<file path="src/rtl/imm_ext_pkg.sv">
// Shared definitions for the LEGv8 immediate-extension pipe: mode encoding
// and instruction field positions.
package imm_ext_pkg;

  typedef enum logic [2:0] {
    ZIMM12   = 3'd0,
    SDT9     = 3'd1,
    SBR26    = 3'd2,
    SCB19    = 3'd3,
    MOVZ     = 3'd4,
    SHAMT6   = 3'd5,
    ILLEGAL6 = 3'd6,
    ILLEGAL7 = 3'd7
  } mode_e;

  localparam int ZIMM_LSB  = 10;
  localparam int ZIMM_MSB  = 21;
  localparam int SDT_LSB   = 12;
  localparam int SDT_MSB   = 20;
  localparam int BR_LSB    = 0;
  localparam int BR_MSB    = 25;
  localparam int CB_LSB    = 5;
  localparam int CB_MSB    = 23;
  localparam int MOV_LSB   = 5;
  localparam int MOV_MSB   = 20;
  localparam int HW_LSB    = 21;
  localparam int HW_MSB    = 22;
  localparam int SHAMT_LSB = 10;
  localparam int SHAMT_MSB = 15;

  // Extension is formed at this width, then truncated to OUT_WIDTH.
  localparam int FULL_W = 64;

endpackage

</file>
<file path="src/rtl/imm_ext_buf.sv">
// Two-entry FIFO with registered ready/valid; the head entry drives dout.
module imm_ext_buf #(
  parameter int W = 65
) (
  input  logic         clk,
  input  logic         reset,
  input  logic         in_valid,
  output logic         in_ready,
  input  logic [W-1:0] din,
  output logic         out_valid,
  input  logic         out_ready,
  output logic [W-1:0] dout
);

  logic [1:0][W-1:0] mem;
  logic              wr_ptr, rd_ptr;
  logic [1:0]        count;
  logic              live;
  logic              push, pop;

  // live holds in_ready low until the first edge after reset releases.
  assign in_ready  = live && (count < 2'd2);
  assign out_valid = (count != 2'd0);
  assign dout      = mem[rd_ptr];
  assign push      = in_valid && in_ready;
  assign pop       = out_valid && out_ready;

  always_ff @(posedge clk or negedge reset) begin
    if (!reset) begin
      mem    <= '0;
      wr_ptr <= 1'b0;
      rd_ptr <= 1'b0;
      count  <= 2'd0;
      live   <= 1'b0;
    end else begin
      live <= 1'b1;
      if (push) begin
        mem[wr_ptr] <= din;
        wr_ptr      <= ~wr_ptr;
      end
      if (pop) rd_ptr <= ~rd_ptr;
      case ({push, pop})
        2'b10:   count <= count + 2'd1;
        2'b01:   count <= count - 2'd1;
        default: count <= count;
      endcase
    end
  end

endmodule

</file>
<file path="src/rtl/imm_extend_pipe.sv">
// LEGv8 immediate extender: combinational extension at the input, results
// buffered in a 2-entry FIFO so the output is always registered.
module imm_extend_pipe
  import imm_ext_pkg::*;
#(
  parameter int OUT_WIDTH = 64
) (
  input  logic                 clk,
  input  logic                 reset,
  input  logic                 in_valid,
  output logic                 in_ready,
  input  logic [31:0]          instr,
  input  logic [2:0]           mode,
  output logic                 out_valid,
  input  logic                 out_ready,
  output logic [OUT_WIDTH-1:0] out,
  output logic                 err
);

  logic [FULL_W-1:0]  ext_full;
  logic               ext_err;
  logic [OUT_WIDTH:0] buf_din, buf_dout;
  logic               unused_instr;

  assign unused_instr = ^instr[31:26];

  always_comb begin
    ext_full = '0;
    ext_err  = 1'b0;
    case (mode_e'(mode))
      ZIMM12: ext_full = FULL_W'(instr[ZIMM_MSB:ZIMM_LSB]);
      SDT9:   ext_full = {{(FULL_W-(SDT_MSB-SDT_LSB+1)){instr[SDT_MSB]}},
                          instr[SDT_MSB:SDT_LSB]};
      SBR26:  ext_full = {{(FULL_W-(BR_MSB-BR_LSB+3)){instr[BR_MSB]}},
                          instr[BR_MSB:BR_LSB], 2'b00};
      SCB19:  ext_full = {{(FULL_W-(CB_MSB-CB_LSB+3)){instr[CB_MSB]}},
                          instr[CB_MSB:CB_LSB], 2'b00};
      // Shift of 16*hw; bits pushed past FULL_W fall off, truncation handles OUT_WIDTH.
      MOVZ:   ext_full = FULL_W'(instr[MOV_MSB:MOV_LSB]) << {instr[HW_MSB:HW_LSB], 4'b0000};
      SHAMT6: ext_full = FULL_W'(instr[SHAMT_MSB:SHAMT_LSB]);
      default: begin
        ext_full = '0;
        ext_err  = 1'b1;
      end
    endcase
  end

  assign buf_din = {ext_err, ext_full[OUT_WIDTH-1:0]};

  imm_ext_buf #(.W(OUT_WIDTH + 1)) u_buf (
    .clk       (clk),
    .reset     (reset),
    .in_valid  (in_valid),
    .in_ready  (in_ready),
    .din       (buf_din),
    .out_valid (out_valid),
    .out_ready (out_ready),
    .dout      (buf_dout)
  );

  assign out = buf_dout[OUT_WIDTH-1:0];
  assign err = buf_dout[OUT_WIDTH];

endmodule

</file>
<file path="config.mk">
export PLATFORM = sky130hd
export DESIGN_NAME = imm_extend_pipe
export DESIGN_NICKNAME = d
export VERILOG_FILES = /design/src/rtl/imm_ext_pkg.sv /design/src/rtl/imm_ext_buf.sv /design/src/rtl/imm_extend_pipe.sv
export SDC_FILE = /design/constraint.sdc
export NUM_CORES = 1
export LEC_CHECK = 0
export BUFFER_PORTS_ARGS = -buffer_cell sky130_fd_sc_hd__buf_2
export CAP_MARGIN = 0
export CORE_MARGIN = 3
export CORE_UTILIZATION = 50
export CTS_BUF_LIST = sky130_fd_sc_hd__clkbuf_4 sky130_fd_sc_hd__clkbuf_8 sky130_fd_sc_hd__clkbuf_16
export CTS_CLUSTER_DIAMETER = 80
export CTS_CLUSTER_SIZE = 16
export DETAILED_ROUTE_END_ITERATION = 6
export PLACE_DENSITY = 0.73
export RECOVER_POWER = 100
export SLEW_MARGIN = 10
export SYNTH_ARGS = -nofsm -noshare
export SYNTH_HDL_FRONTEND = slang
export SYNTH_HIERARCHICAL = 1
export SYNTH_SLANG_ARGS = --single-unit
</file>
<file path="constraint.sdc">
create_clock -name clk -period 2.9 [get_ports clk]
set_input_delay 0.145 -clock clk [delete_from_list [all_inputs] [get_ports clk]]
set_output_delay 0.145 -clock clk [all_outputs]
set_load 0.01 [all_outputs]
</file>
# [Word level (Yosys, flattened, before mapping)]
# Index checks and enable logic that the tools add are counted.
[word_totals] register_bits=135 latch_bits=0 ramBits=0 mem_bits_ro=0 in_bits=39 elab_cells=38 mem_count=0
[op_classes] n_addsub=2 mul=0 div_mod_pow=0 magnitude_cmp=4 n_eq_ne=7 n_shift=1 mux=8 n_bitwise=2 n_reduce_logical=8
[ops] op="case mux 64 bit (6 select lines)" n=1
[ops] op="two-way mux 65 bit" n=3
[ops] op="bitwise mux 130 bit" n=1
[ops] op="demux 65 bit (select 1 bit)" n=1
[ops] op="<< shifter 16 x 6 -> 64 bit" n=1
[ops] op="equality test 3 x 2 -> 1 bit, second input constant" n=2
[ops] op="equality test 3 bit, second input constant" n=2
[ops] op="OR reduction 6 bit" n=1
[ops] op="logical AND 1 bit" n=4
[ops] op="less-than comparator 1 x 2 -> 1 bit, second input constant" n=2
[ops] op="case mux 2 bit (2 select lines)" n=1
[ops] op="nonzero test 2 bit" n=2
[ops] op="equality test 3 x 1 -> 1 bit, second input constant" n=1
[ops] op="logical NOT 3 bit" n=1
[ops] op="adder 2 x 1 -> 2 bit, second input constant" n=1
[ops] op="equality test 2 x 1 -> 1 bit, second input constant" n=1
[ops] op="equality test 2 bit, second input constant" n=1
[ops] op="less-than comparator 2 bit, second input constant" n=1
[ops] op="inverter 1 bit" n=2
[ops] op="subtractor 2 x 1 -> 2 bit, second input constant" n=1
[ops] op="greater-or-equal comparator 1 bit, second input constant" n=1
[ops] op="two-way mux 1 bit" n=1

# [Longest topological paths before layout]
[depth] ltp_word=5 depth_mapped=7 depth_no_buf=6

# [Hierarchy]
# The synthesis kept the hierarchy.
[by_module_without_submodules] mod="imm_ext_buf" n_inst=1 cells_each=365 area_each_um2=6253.5 seq_area_each_um2=3378.2
[by_module_without_submodules] mod="imm_extend_pipe" n_inst=1 cells_each=156 area_each_um2=1238.7 seq_area_each_um2=0.0

# [Least setup slack after synthesis]
# Ideal clock, no wire load.
[synth_timing] path_type="register to register" start="register u_buf.count[1]" end="register u_buf.count[1]" setup_time_ns=0.079 t_arrival_ns=1.512 required_ns=2.821 setup_slack_ns=1.308 stages_incl_launch_ff=6 n_path_buf=0 synth_period_minus_slack_ns=1.592 path_cell_list="dfrtp_1 or2_2 and2_1 ha_1 nor2_1 xor2_1"
[synth_between] elab_cells_between_ends=11 classes_between="add/sub: 2; order compare: 1; eq/ne: 2; mux: 1; reduce/logical: 5"
[synth_lines] element="start, declared" line_no="imm_ext_buf.sv:17" text="logic [1:0] count;"
[synth_lines] element="start signal, assigned" line_no="imm_ext_buf.sv:43" text="2'b10: count <= count + 2'd1;"
[synth_lines] element="start signal, assigned" line_no="imm_ext_buf.sv:44" text="2'b01: count <= count - 2'd1;"
[synth_lines] element="start signal, assigned" line_no="imm_ext_buf.sv:45" text="default: count <= count;"
[synth_lines] element="nonzero test 2 bit *" line_no="imm_ext_buf.sv:23" text="assign out_valid = (count != 2'd0);"
[synth_lines] element="net out_valid" line_no="imm_extend_pipe.sv:14" text="output logic out_valid,"
[synth_lines] element="logical AND 1 bit *" line_no="imm_ext_buf.sv:26" text="assign pop = out_valid && out_ready;"
[synth_lines] element="net u_buf.pop" line_no="imm_ext_buf.sv:19" text="logic push, pop;"
[synth_lines] element="equality test 2 x 1 -> 1 bit or equality test 2 bit (tied branches)" line_no="imm_ext_buf.sv:42" text="case ({push, pop})"
[synth_lines] element="case mux 2 bit (2 select lines) or nonzero test 2 bit (tied branches)"
# Mark *: on every way through the listed nets, which the timed path passes. The rest lies on a longest branch.
# A chain may end at the register's enable or synchronous reset.

# [Final worst setup path]
[layout_timing] start="register u_buf.count[1]" end="register u_buf/mem[89] (netlist bit)"
[layout_between] elab_chain_len=3
[layout_rtl] element="less-than comparator 2 bit" line_no="imm_ext_buf.sv:22" text="assign in_ready = live && (count < 2'd2);"
[layout_rtl] element="logical AND 1 bit" line_no="imm_ext_buf.sv:22"
[layout_rtl] element="logical AND 1 bit" line_no="imm_ext_buf.sv:25" text="assign push = in_valid && in_ready;"
[layout_rtl] element="end signal, assigned by index" line_no="imm_ext_buf.sv:38" text="mem[wr_ptr] <= din;"
[layout_rtl] element="end, declared" line_no="imm_ext_buf.sv:15" text="logic [1:0][W-1:0] mem;"
# Every way passes these cells.

==> impl_results.md <==
* Max-Cap Viols at 0
* Post-Syn Area at about 7500 µm²
* Setup TNS Final at 0 ns
* FF+latch count, synth at 135
* Placed inst area at 8010 µm²
* Slew Viols, Final at 0
* Top-Level Pins at 106
* Vias in the first global route at around 5,000
* Syn_nets at between 500 and 600
* I/O Buffers at slightly below 100
* Leakage Power at 4.08 nW
* Detailed Routing Iterations Pass 1 at 5
* Fin cells at 802
* Clock-pin slew on the worst setup and hold paths at approximately 0.050 ns
* Synth unique cells at between 40 and 50
* Initial antenna violation count at 0
* Slowest CP cell: clkbuf_2
* Worst slack at placement at 0.752 ns
* CP Launch Type: register
* Clk_lat worst skew at 0.42 ns
* Crit Path Max Fanout at 38
* CP Capture Type: register
* M2 GR Usage at 33.7%
* EDFF count, synth at 0
* Final setup vio count at 0
* Core Box Area at 14,600 µm²
* Vias per cell at 5.83
* Worst path cell trace: nor2b_1, nand3_4, clkbuf_2, mux2_1
* Slew @ Worst Pin at 1.11 ns
* Commonest non-fill, non-tap cell in the layout: dfrtp_1
* Number of placement rows at 44
* Remaining Overflow, GRT at 0
* Top cell family by delay on the critical path: buffers and inverters
* Final WL at 17,500 µm
* Cell area power density at 979 nW/µm²
* Final net count at around 650
* RSZ-0062 raised after global routing: false
* Most frequent cells in the layout: dfrtp_1, mux2_1, mux2_2, clkbuf_1, a21o_1
* CTS tree: yes
* Avg Inst Size Synth at about 14 µm²
* Die X at 128 µm
* Sequential area share after synthesis at between 40 and 50%
* Met3 track demand over resource at 6.27%
* Clock sinks at 135
* Synth Flop Type: dfrtp_1
* Dpl cells at roughly 770
* DRT iter0 DRCs at 336
* Number of buffers and inverters on the critical path at 1
* Max Freq at 0.469 GHz
* Largest net degree at the start of global routing at 46
* Design Area, Final at 8100 µm²
* Number of hold violations in the final report at 0
* Gate Count Post-Synth at about 520
* Minimum clock period at ~2.1 ns
* Critical Path RT at 3.19 ns
* Syn. warnings at 6
* Hold slack at 0.0978 ns
* Max H-tree Level at 4
* Gr busiest metal: met2
* Cts bufs inserted at 17
* Flop-to-flop setup slack at between 0.7 and 0.8 ns
* Crit path kind: register to register
* Die H at approximately 130 µm
* First-pass GRT wire length at around 28,000 µm
* Hold crit path type: input pin to register
* Post_cts resized at 0
* Tcrit/Tclk final at between 70% and 80%
* Via count at around 4,700
* Full die area at 16,500 µm²
* Met1 global-route usage at a little under a third
* Setup Skew at 0.00550 ns
* HPWL after DPL at around 12,000 µm
* Wire per inst at roughly 22 µm
* PnR worst setup slack at 0.767 ns
* Layout cells sized above 1 at 31.1%
* Root Driver: clkbuf_16
* Worst Path Arrival at 2.42 ns
* Post-synth ARST share at 100%
* VDD IR-drop max at between 0.5 and 0.6 mV
* Status: complete, no violations
* Slowest stage delay, CP at ~0.63 ns
* Antenna diodes at 0
* DR DRC count at 0
* GRT Util Overall at 22.3%
* RePlAce Congestion at 0.880
* Relative slew margins at between 20% and 30%
* ANT nets after route at 0
* Post-CTS Repair Setup Buffers at 0
* Layout fillers at approximately 1,300
* Max Buffers Root-to-Sink at 2
* P&R area growth vs syn at 8.08%
* Initial Util at 51.4%
[cell usage after synthesis (2+ instances only)]
master | instances | area share (%)
a22o_1 | 5 | 0.58
a21oi_1 | 11 | 0.73
o21ai_0 | 2 | 0.13
mux2_4 | 100 | 20
buf_6 | 20 | 3.0
xnor2_1 | 3 | 0.35
nor4_4 | 2 | 0.57
clkbuf_1 | 5 | 0.25
nor3_4 | 2 | 0.43
mux4_2 | 2 | 0.60
xor2_1 | 2 | 0.23
dfrtp_1 | 135 | 45
mux2_2 | 97 | 15
nand2b_4 | 2 | 0.37
inv_1 | 4 | 0.20
buf_2 | 12 | 0.80
nand2_1 | 13 | 0.65
nor2b_1 | 5 | 0.42
nor3b_1 | 2 | 0.20
nor2_1 | 6 | 0.30
a221o_1 | 21 | 2.8
a21o_1 | 38 | 3.8
buf_1 | 2 | 0.10
inv_2 | 2 | 0.10
o32ai_1 | 3 | 0.35
mux2i_1 | 6 | 0.80
buf_4 | 2 | 0.20
[power by group]
group	internal (W)	switching (W)
Sequential	0.00267	0.000403
Clock	0.00129	0.000728
Combinational	0.00142	0.00142
Total	0.00537	0.00255
[metrics by stage]
stage / power [W] / util, %
3_3_place_gp: 0.00648 / 54.9
3_5_place_dp: 0.00660 / 54.9
6_report: 0.00793 / 55.5
5_1_grt: 0.00841 / 55.5
2_1_floorplan: 0.00556 / -
4_1_cts: 0.00869 / 58.8
[logic make-up after synthesis]
logic type,share of synthesized area (%)
flops,45.1
simple gates,4.34
mux,36.0
buf+inv,4.66
compound gates,9.08
xor+xnor,0.585
other cells,0.0501
fa+ha+maj,0.167
[worst min-delay path, delay by kind of cell]
family,cells,cell delay [ns]
buffers and inverters,1,0.07
XOR/XNOR,1,0.08
AND/OR/NAND/NOR,1,0.18
[state kept, by name, summed over array words and instances, names as in the netlist]
| name | count |
|---|---|
| u_buf/mem | 130 |
| u_buf/count | 2 |
| u_buf/live | 1 |
| u_buf/rd_ptr | 1 |
| u_buf/wr_ptr | 1 |
[routing by layer]
| metal | vias to the layer above | routed length [µm] |
|---|---|---|
| li1 | 2081 | - |
| met4 | 0 | 353 |
| met1 | 2373 | 7650 |
| met5 | - | 0 |
| met3 | 34 | 1230 |
| met2 | 188 | 8250 |
[area by class of cell]
| class | instances | area, µm² | area share (%) |
|---|---|---|---|
| Timing Repair Buffer | 109 | 509 | 6.29 |
| Inverter | 6 | 22.5 | 0.278 |
| Multi-Input combinational cell | 339 | 3400 | 42.0 |
| Sequential cell | 135 | 3380 | 41.7 |
| Clock inverter | 4 | 45.0 | 0.556 |
| Tap cell | 184 | 230 | 2.84 |
| Clock buffer | 25 | 510 | 6.30 |
[worst paths after layout]
check                          startpoint             to  cells after the start
max                        u_buf/count[1]  u_buf/mem[89]                      4
min                             out_ready   u_buf/rd_ptr                      3
max reg2reg                u_buf/count[1]  u_buf/mem[89]                      4
min reg2reg                 u_buf/mem[23]  u_buf/mem[23]                      1
max in group asynchronous           reset  u_buf/mem[89]                      3
min in group asynchronous           reset  u_buf/mem[71]                      2
[what timing repair did]
action / 4_1_cts / 5_1_grt
endpoints found under the setup margin: 0 / 0
hold buffers: 1 / 0
endpoints found under the hold margin: 37 / 0
Power figures use the tool's default switching activity.
